--- src/rtl/uart_rx_frame.sv ---
// uart_rx_frame: oversampled UART receiver for the pixel link.
// Receives LSB-first frames, rejects false start bits, flags framing errors and tags each
// completed word with a wrapping pixel address plus a frame-start pulse at address 0.
// Optional feature macro: UART_RX_PARITY_EN adds one parity bit after the data bits and makes
// parity_err live; without it frames are DnN and parity_err is constant 0.
module uart_rx_frame #(
  parameter int unsigned DBIT       = 8,
  parameter int unsigned OVERSAMPLE = 16,
  parameter int unsigned SB_TICK    = 16,
  parameter int unsigned ADDR_W     = 17,
  parameter int unsigned ADDR_MAX   = 76800,
  parameter int unsigned PARITY_ODD = 0
) (
  input  logic              clk,
  input  logic              reset,
  input  logic              rx,
  input  logic              s_tick,
  input  logic              addr_clr,
  output logic              rx_done_tick,
  output logic [DBIT-1:0]   dout,
  output logic [ADDR_W-1:0] addr,
  output logic              frame_start,
  output logic              frame_err,
  output logic              parity_err
);

  // Elaboration-time legality checks on the configuration.
  if (DBIT < 5 || DBIT > 9) begin : g_bad_dbit
    $error("uart_rx_frame: DBIT must be 5..9");
  end
  if (OVERSAMPLE < 8 || OVERSAMPLE > 32 || (OVERSAMPLE % 2) != 0) begin : g_bad_os
    $error("uart_rx_frame: OVERSAMPLE must be even, 8..32");
  end
  if (SB_TICK < OVERSAMPLE) begin : g_bad_sb
    $error("uart_rx_frame: SB_TICK must cover at least one stop bit");
  end
  if (PARITY_ODD > 1) begin : g_bad_par
    $error("uart_rx_frame: PARITY_ODD must be 0 or 1");
  end

  localparam int unsigned SMax = (OVERSAMPLE > SB_TICK) ? OVERSAMPLE : SB_TICK;
  localparam int unsigned SW   = $clog2(SMax);
  localparam int unsigned NW   = $clog2(DBIT);

  localparam logic [SW-1:0]     SHalfLast = SW'(OVERSAMPLE / 2 - 1);
  localparam logic [SW-1:0]     SBitLast  = SW'(OVERSAMPLE - 1);
  localparam logic [SW-1:0]     SStopLast = SW'(SB_TICK - 1);
  localparam logic [NW-1:0]     NLast     = NW'(DBIT - 1);
  localparam logic [ADDR_W-1:0] AddrLast  = ADDR_W'(ADDR_MAX - 1);

`ifdef UART_RX_PARITY_EN
  typedef enum logic [2:0] {StIdle, StStart, StData, StParity, StStop} state_e;
`else
  typedef enum logic [2:0] {StIdle, StStart, StData, StStop} state_e;
`endif

  state_e              state_q;
  logic [SW-1:0]       s_q;
  logic [NW-1:0]       n_q;
  logic [DBIT-1:0]     b_q;
  logic                ferr_q;
  logic                rx_meta_q, rx_s_q;
  logic [ADDR_W-1:0]   addr_cnt_q;
  logic                done_q, fs_q, fe_q;
  logic [DBIT-1:0]     dout_q;
  logic [ADDR_W-1:0]   addr_q;

  logic [ADDR_W-1:0]   addr_base, addr_inc;
  logic                fe_now;

  // Two-flop synchroniser for the asynchronous serial line; idles high.
  always_ff @(posedge clk) begin
    if (reset) begin
      rx_meta_q <= 1'b1;
      rx_s_q    <= 1'b1;
    end else begin
      rx_meta_q <= rx;
      rx_s_q    <= rx_meta_q;
    end
  end

  // Address for a word completing now (addr_clr wins) and the counter value after it.
  always_comb begin
    addr_base = addr_clr ? '0 : addr_cnt_q;
    addr_inc  = (addr_base == AddrLast) ? '0 : addr_base + ADDR_W'(1);
    // The stop sample and the final stop tick coincide when SB_TICK == OVERSAMPLE.
    fe_now    = ferr_q | ((s_q == SBitLast) & ~rx_s_q);
  end

`ifdef UART_RX_PARITY_EN
  logic perr_q, pe_q;
`endif

  // Receive FSM, address counter and registered word outputs.
  always_ff @(posedge clk) begin
    if (reset) begin
      state_q    <= StIdle;
      s_q        <= '0;
      n_q        <= '0;
      b_q        <= '0;
      ferr_q     <= 1'b0;
      addr_cnt_q <= '0;
      done_q     <= 1'b0;
      fs_q       <= 1'b0;
      fe_q       <= 1'b0;
      dout_q     <= '0;
      addr_q     <= '0;
`ifdef UART_RX_PARITY_EN
      perr_q     <= 1'b0;
      pe_q       <= 1'b0;
`endif
    end else begin
      done_q <= 1'b0;
      fs_q   <= 1'b0;
      // A completing word below overrides this with its own counter update.
      if (addr_clr) begin
        addr_cnt_q <= '0;
      end
      unique case (state_q)
        StIdle: begin
          if (!rx_s_q) begin
            state_q <= StStart;
            s_q     <= '0;
          end
        end
        StStart: begin
          if (s_tick) begin
            if (s_q == SHalfLast) begin
              if (rx_s_q) begin
                state_q <= StIdle;  // line back high at mid start bit: glitch
              end else begin
                state_q <= StData;
                s_q     <= '0;
                n_q     <= '0;
              end
            end else begin
              s_q <= s_q + SW'(1);
            end
          end
        end
        StData: begin
          if (s_tick) begin
            if (s_q == SBitLast) begin
              s_q <= '0;
              b_q <= {rx_s_q, b_q[DBIT-1:1]};
              if (n_q == NLast) begin
`ifdef UART_RX_PARITY_EN
                state_q <= StParity;
`else
                state_q <= StStop;
                ferr_q  <= 1'b0;
`endif
              end else begin
                n_q <= n_q + NW'(1);
              end
            end else begin
              s_q <= s_q + SW'(1);
            end
          end
        end
`ifdef UART_RX_PARITY_EN
        StParity: begin
          if (s_tick) begin
            if (s_q == SBitLast) begin
              s_q     <= '0;
              perr_q  <= (^{b_q, rx_s_q}) != PARITY_ODD[0];
              ferr_q  <= 1'b0;
              state_q <= StStop;
            end else begin
              s_q <= s_q + SW'(1);
            end
          end
        end
`endif
        StStop: begin
          if (s_tick) begin
            if ((s_q == SBitLast) && !rx_s_q) begin
              ferr_q <= 1'b1;
            end
            if (s_q == SStopLast) begin
              state_q    <= StIdle;
              s_q        <= '0;
              done_q     <= 1'b1;
              fs_q       <= (addr_base == '0);
              dout_q     <= b_q;
              addr_q     <= addr_base;
              addr_cnt_q <= addr_inc;
              fe_q       <= fe_now;
`ifdef UART_RX_PARITY_EN
              pe_q       <= perr_q;
`endif
            end else begin
              s_q <= s_q + SW'(1);
            end
          end
        end
        default: state_q <= StIdle;
      endcase
    end
  end

  assign rx_done_tick = done_q;
  assign frame_start  = fs_q;
  assign frame_err    = fe_q;
  assign dout         = dout_q;
  assign addr         = addr_q;
`ifdef UART_RX_PARITY_EN
  assign parity_err   = pe_q;
`else
  assign parity_err   = 1'b0;
`endif

endmodule

--- config.mk ---
export PLATFORM = sky130hd
export DESIGN_NAME = uart_rx_frame
export DESIGN_NICKNAME = d
export VERILOG_FILES = /design/src/rtl/uart_rx_frame.sv
export SDC_FILE = /design/constraint.sdc
export NUM_CORES = 1
export LEC_CHECK = 0
export CAP_MARGIN = 10
export CORE_MARGIN = 4
export CORE_UTILIZATION = 45
export CTS_CLUSTER_SIZE = 28
export DETAILED_ROUTE_END_ITERATION = 7
export GPL_TIMING_DRIVEN = 0
export MAX_ROUTING_LAYER = met4
export PLACE_DENSITY = 0.73
export SLEW_MARGIN = 30
export SYNTH_ARGS = -nofsm -noshare
export SYNTH_HDL_FRONTEND = slang
export SYNTH_SLANG_ARGS = --single-unit
export TNS_END_PERCENT = 20
--- constraint.sdc ---
create_clock -name clk -period 3.2 [get_ports clk]
set_input_delay 0.8 -clock clk [delete_from_list [all_inputs] [get_ports clk]]
set_output_delay 0.8 -clock clk [all_outputs]
set_load 0.1 [all_outputs]
---- Yosys cells after proc, flatten, opt, wreduce, memory -nomap -nowiden ----
Index checks and enable logic that the tools add are counted.
operators by class
  eq/ne operators ......................... 19
  bitwise gates (word level) .............. 6
  reduce and logical (&&, ||, !) cells .... 16
  $add $sub $neg .......................... 3
  multiplexer cells ....................... 35
operator list
  operator                                                               number
  17-bit two-way mux                                                     5
  3-bit two-way mux                                                      14
  2-bit != test, second input constant                                   11
  4-bit two-way mux                                                      5
  17-bit by 1-bit adder with 17-bit output, second input constant        1
  17-bit equality test, second input constant                            1
  17-bit zero test                                                       1
  3-bit case mux with 4 select lines                                     1
  4-bit case mux with 3 select lines                                     1
  3-bit AND reduction                                                    3
  8-bit AND reduction                                                    1
  7-bit AND reduction                                                    1
  3-bit by 2-bit equality test with 1-bit output, second input constant  2
  1-bit two-way mux                                                      6
  3-bit case mux with 2 select lines                                     1
  6-bit AND reduction                                                    1
  4-bit by 1-bit adder with 4-bit output, second input constant          1
  4-bit by 3-bit equality test with 1-bit output, second input constant  1
  4-bit equality test, second input constant                             1
  1-bit NOT                                                              4
  2-bit nonzero test                                                     2
  4-bit OR reduction                                                     1
  3-bit by 1-bit adder with 3-bit output, second input constant          1
  3-bit by 1-bit equality test with 1-bit output, second input constant  1
  12 further kinds                                                       12
word-level totals
  input port bits ......................... 5
  flip-flop bits (word level) ............. 66
  word-level logic and storage cells ...... 92

---- Logic depth before layout (Yosys ltp) ----
  depth after elaboration ................. 6
  mapped depth ............................ 8

---- Worst setup path after synthesis ----
No wires, ideal clock.
  path type ............................... input to register
  start point ............................. input addr_clr
  end point ............................... register addr_cnt_q[12]
  required time ........................... 3085 ps
  stages .................................. 8
  slack ................................... 904 ps
  library setup time ...................... 115 ps
  path buffers ............................ 1
  arrival time ............................ 2181 ps
  path through ............................ clkbuf_1 -> nor2b_1 -> ha_1 -> nand4b_1 -> nor4_1 -> nand3_1 -> xor2_1 -> nor2_2
on the way
  word-level cells in the longest chain between the ends .. 6
ends and longest elaborated chain
  what                                                                              line  text
  start, declared                                                                   18    input logic addr_clr,
  17-bit two-way mux *                                                              84    addr_base = addr_clr ? '0 : addr_cnt_q;
  net addr_base[0]                                                                  68    logic [ADDR_W-1:0] addr_base, addr_inc;
  17-bit by 1-bit adder with 17-bit output or 17-bit equality test (tied branches)  85    addr_inc = (addr_base == AddrLast) ? '0 : addr_base + ADDR_W'(1);
  17-bit two-way mux *                                                              85
  17-bit two-way mux *                                                              180   if (s_q == SStopLast) begin
  17-bit two-way mux *                                                              176   if (s_tick) begin
  17-bit two-way mux *                                                              119   unique case (state_q)
  end signal, assigned                                                              187   addr_cnt_q <= addr_inc;
  end, declared                                                                     63    logic [ADDR_W-1:0] addr_cnt_q;
The timed path passes the listed nets; every way through them passes the cells marked *.
A chain may end at the register's enable or synchronous reset.

---- Worst setup path in the final report ----
Ends and elaborated chain as after synthesis.

==> impl_results.md <==
* Initial Utilization at 0.475
* Synth unique cells at 44
* Multi-input logic area at 1440 µm²
* Asr flop ratio synth at 0
* Antenna viol nets, final at 0
* Fillers at 571
* DR WL/cell at 14.2 µm
* Max-Cap Viols at 0
* Drt first pass iters at 4
* Register bit total from synthesis at 65
* Placement Cell Area at 3290 µm²
* Fin crit share at 0.886
* Hold Path End: rx_s_q$_SDFF_PP1_
* Share of the synthesized area in the top cell type at 0.452
* Share of layout cells above drive strength 1 at 0.0960
* Slew @ Worst Pin at 0.982 ns
* Post-Syn Area at 2880 µm²
* Initial antenna violation count at 0
* Clk buf depth at 2
* Worst Skew at 0.0106 ns
* GRT Resource Usage Total at 0.191
* Global-route wire length before repair at 11000 µm
* Root Driver: clkbuf_8
* Rel. slew slack at 0.343
* Crit path max fanout at 10
* Syn_area_per_cell at 8.26 µm²
* Via count at 2558
* DIE HEIGHT at 88.0 µm
* Worst hold start: rx_meta_q$_SDFF_PP1_
* Final hold viol count at 0
* Cell area after layout at 3490 µm²
* Post-Synthesis Cells at 349
* Peak Freq at 353 MHz
* Clk slew on worst S/H paths at 0.08 ns
* Ant. Diodes at 0
* Floorplan row count at 28
* Worst reg-to-reg setup slack at 1.02 ns
* Clk_lat worst skew at 0.35 ns
* Final setup vio count at 0
* Setup CP Type: input pin to flip-flop
* Synth area leaders: dfxtp_1 (45%), nand2_1 (7.2%), a21oi_1 (5.7%), nor2_1 (5.6%), mux2i_1 (4.2%)
* Setup tns final at 0 ns
* Routability cong. at 0.947
* Buffers added on ports at 31
* Cts hold-fix bufs at 0
* Die ar. at 7750 µm²
* Drt via density at 5.43
* Number of synthesized flops with an enable pin at 0
* R2R depth at 7
* Crit path DAT at 3.09 ns
* CTS tree: yes
* Synth cell count leaders: dfxtp_1 (65), nand2_1 (55), nor2_1 (43)
* R2R Path End: addr_cnt_q[8]$_SDFF_PP0_
* PwrDens at 449 nW/µm²
* CP Capture Type: flip-flop
* Mapped Nets at 359
* Pleak at 0.00119 µW
* CTS Buf Count at 9
* Status: finished clean
* Worst setup SP type: input pin
* Largest net degree at the start of global routing at 14
* Seq. cell area at 1300 µm²
* Die width at 88.0 µm
* Hold path depth at 1
* Final wirelength at 6690 µm
* Worst hold-check path type: flip-flop to flip-flop
* Core area at 6060 µm²
* Reg2reg start: s_q[0]$_SDFFE_PP0P_
* Max IR drop VDD at 0.363 mV
* DRC Markers at 0
* Pins Over Slew Limit at 0
* CTS sink count at 65
* Grt total ovfl at 0
* Post-route minimum period at 2.84 ns
* Post-CTS Setup Bufs at 0
* Drt initial violations at 225
* Top Ports at 34
* Warnings from Yosys at 0
* Top-count cell post-synth: dfxtp_1
* Fin nets at 401
* Top FF cell, synth: dfxtp_1
* RSZ-0062 raised after global routing: no
* Vias in the first global route at 2312
* Post-CTS Resized at 0
* Largest area contributor in the netlist: dfxtp_1
* Register area share after synthesis at 0.452
* HPWL after detailed placement at 4830 µm
* Area delta synth->final at 21.0%
* CTS H-Tree Depth at 3
* CP Data Required Time at 3.45 ns
-- critical path: stages --
cell             delay, ns
clkdlybuf4s50_1       0.41
clkbuf_1              0.22
nor2b_1               0.29
ha_1                  0.25
nand4b_1              0.11
nor4_1                0.60
nand3_1               0.17
xor2_1                0.19
nor2_2                0.04
-- stage by stage --
stage	setup WS [ns]	total power [µW]	cells	hold slack [ns]	util
floorplan	0.904	864	349	0.389	-
global placement	0.0168	880	455	0.393	0.542
detailed placement	0.0405	880	455	0.396	0.542
CTS	0.409	1580	471	0.414	0.575
global route	0.247	1620	471	0.429	0.575
finish	0.364	1570	471	0.411	0.575
-- how the worst max path moves through the flow --
stage | startpoint | to | slack, ns | cells after the start
floorplan | addr_clr | addr_cnt_q[12]$_SDFF_PP0_ | 0.90 | 8
global placement | addr_clr | addr_cnt_q[12]$_SDFF_PP0_ | 0.02 | 9
detailed placement | addr_clr | addr_cnt_q[12]$_SDFF_PP0_ | 0.04 | 9
CTS | addr_clr | addr_cnt_q[12]$_SDFF_PP0_ | 0.41 | 9
global route | addr_clr | addr_cnt_q[12]$_SDFF_PP0_ | 0.25 | 9
finish | addr_clr | addr_cnt_q[12]$_SDFF_PP0_ | 0.36 | 9
-- cells by family after synthesis --
family	after synthesis	share of synthesized area
buf+inv	31	0.0504
mux	12	0.0417
xor+xnor	15	0.0456
flops	65	0.452
fa+ha+maj	5	0.0217
compound gates	51	0.104
other cells	1	0.00130
simple gates	169	0.284
-- cell usage in the layout (no fill, tap or decap), types with 8 or more instances in the layout --
cell	n
xor2_1	11
nand2_1	55
a21oi_1	33
nand3_1	23
clkbuf_8	9
dfxtp_1	65
clkbuf_1	15
nor2_1	43
clkdlybuf4s50_1	31
mux2i_1	12
nor4_1	8
-- metal layers --
| layer | global-route usage | vias to the layer above | wire length, µm |
|---|---|---|---|
| li1 | - | 1273 | - |
| met1 | 0.240 | 1200 | 3040 |
| met2 | 0.290 | 72 | 3120 |
| met3 | 0.0480 | 13 | 384 |
| met4 | 0.0838 | 0 | 142 |
| met5 | - | - | 0 |
-- registers in the layout, indices dropped and copies added (netlist names), 2 cells and up --
name and flops:
addr 17, s_q 4, n_q 3, b_q 8, state_q 2, addr_cnt_q 17
dout 8
-- area by class of cell --
cell class / instances / share of cell area
buffer: 24 / 0.0341
clock buffer: 9 / 0.0355
clock inverter: 7 / 0.0222
inverter: 7 / 0.00753
multi-input combinational: 253 / 0.412
sequential: 65 / 0.373
tap: 75 / 0.0269
timing repair buffer: 31 / 0.0890
-- power by group --
part | internal, µW | total [µW] | switching, µW | leakage, µW
Clock | 366 | 706 | 340 | 0.000100
Combinational | 13.6 | 49.2 | 35.5 | 0.000565
Sequential | 810 | 812 | 1.57 | 0.000524
Total | 1190 | 1570 | 377 | 0.00119
Power figures use the tool's default switching activity.
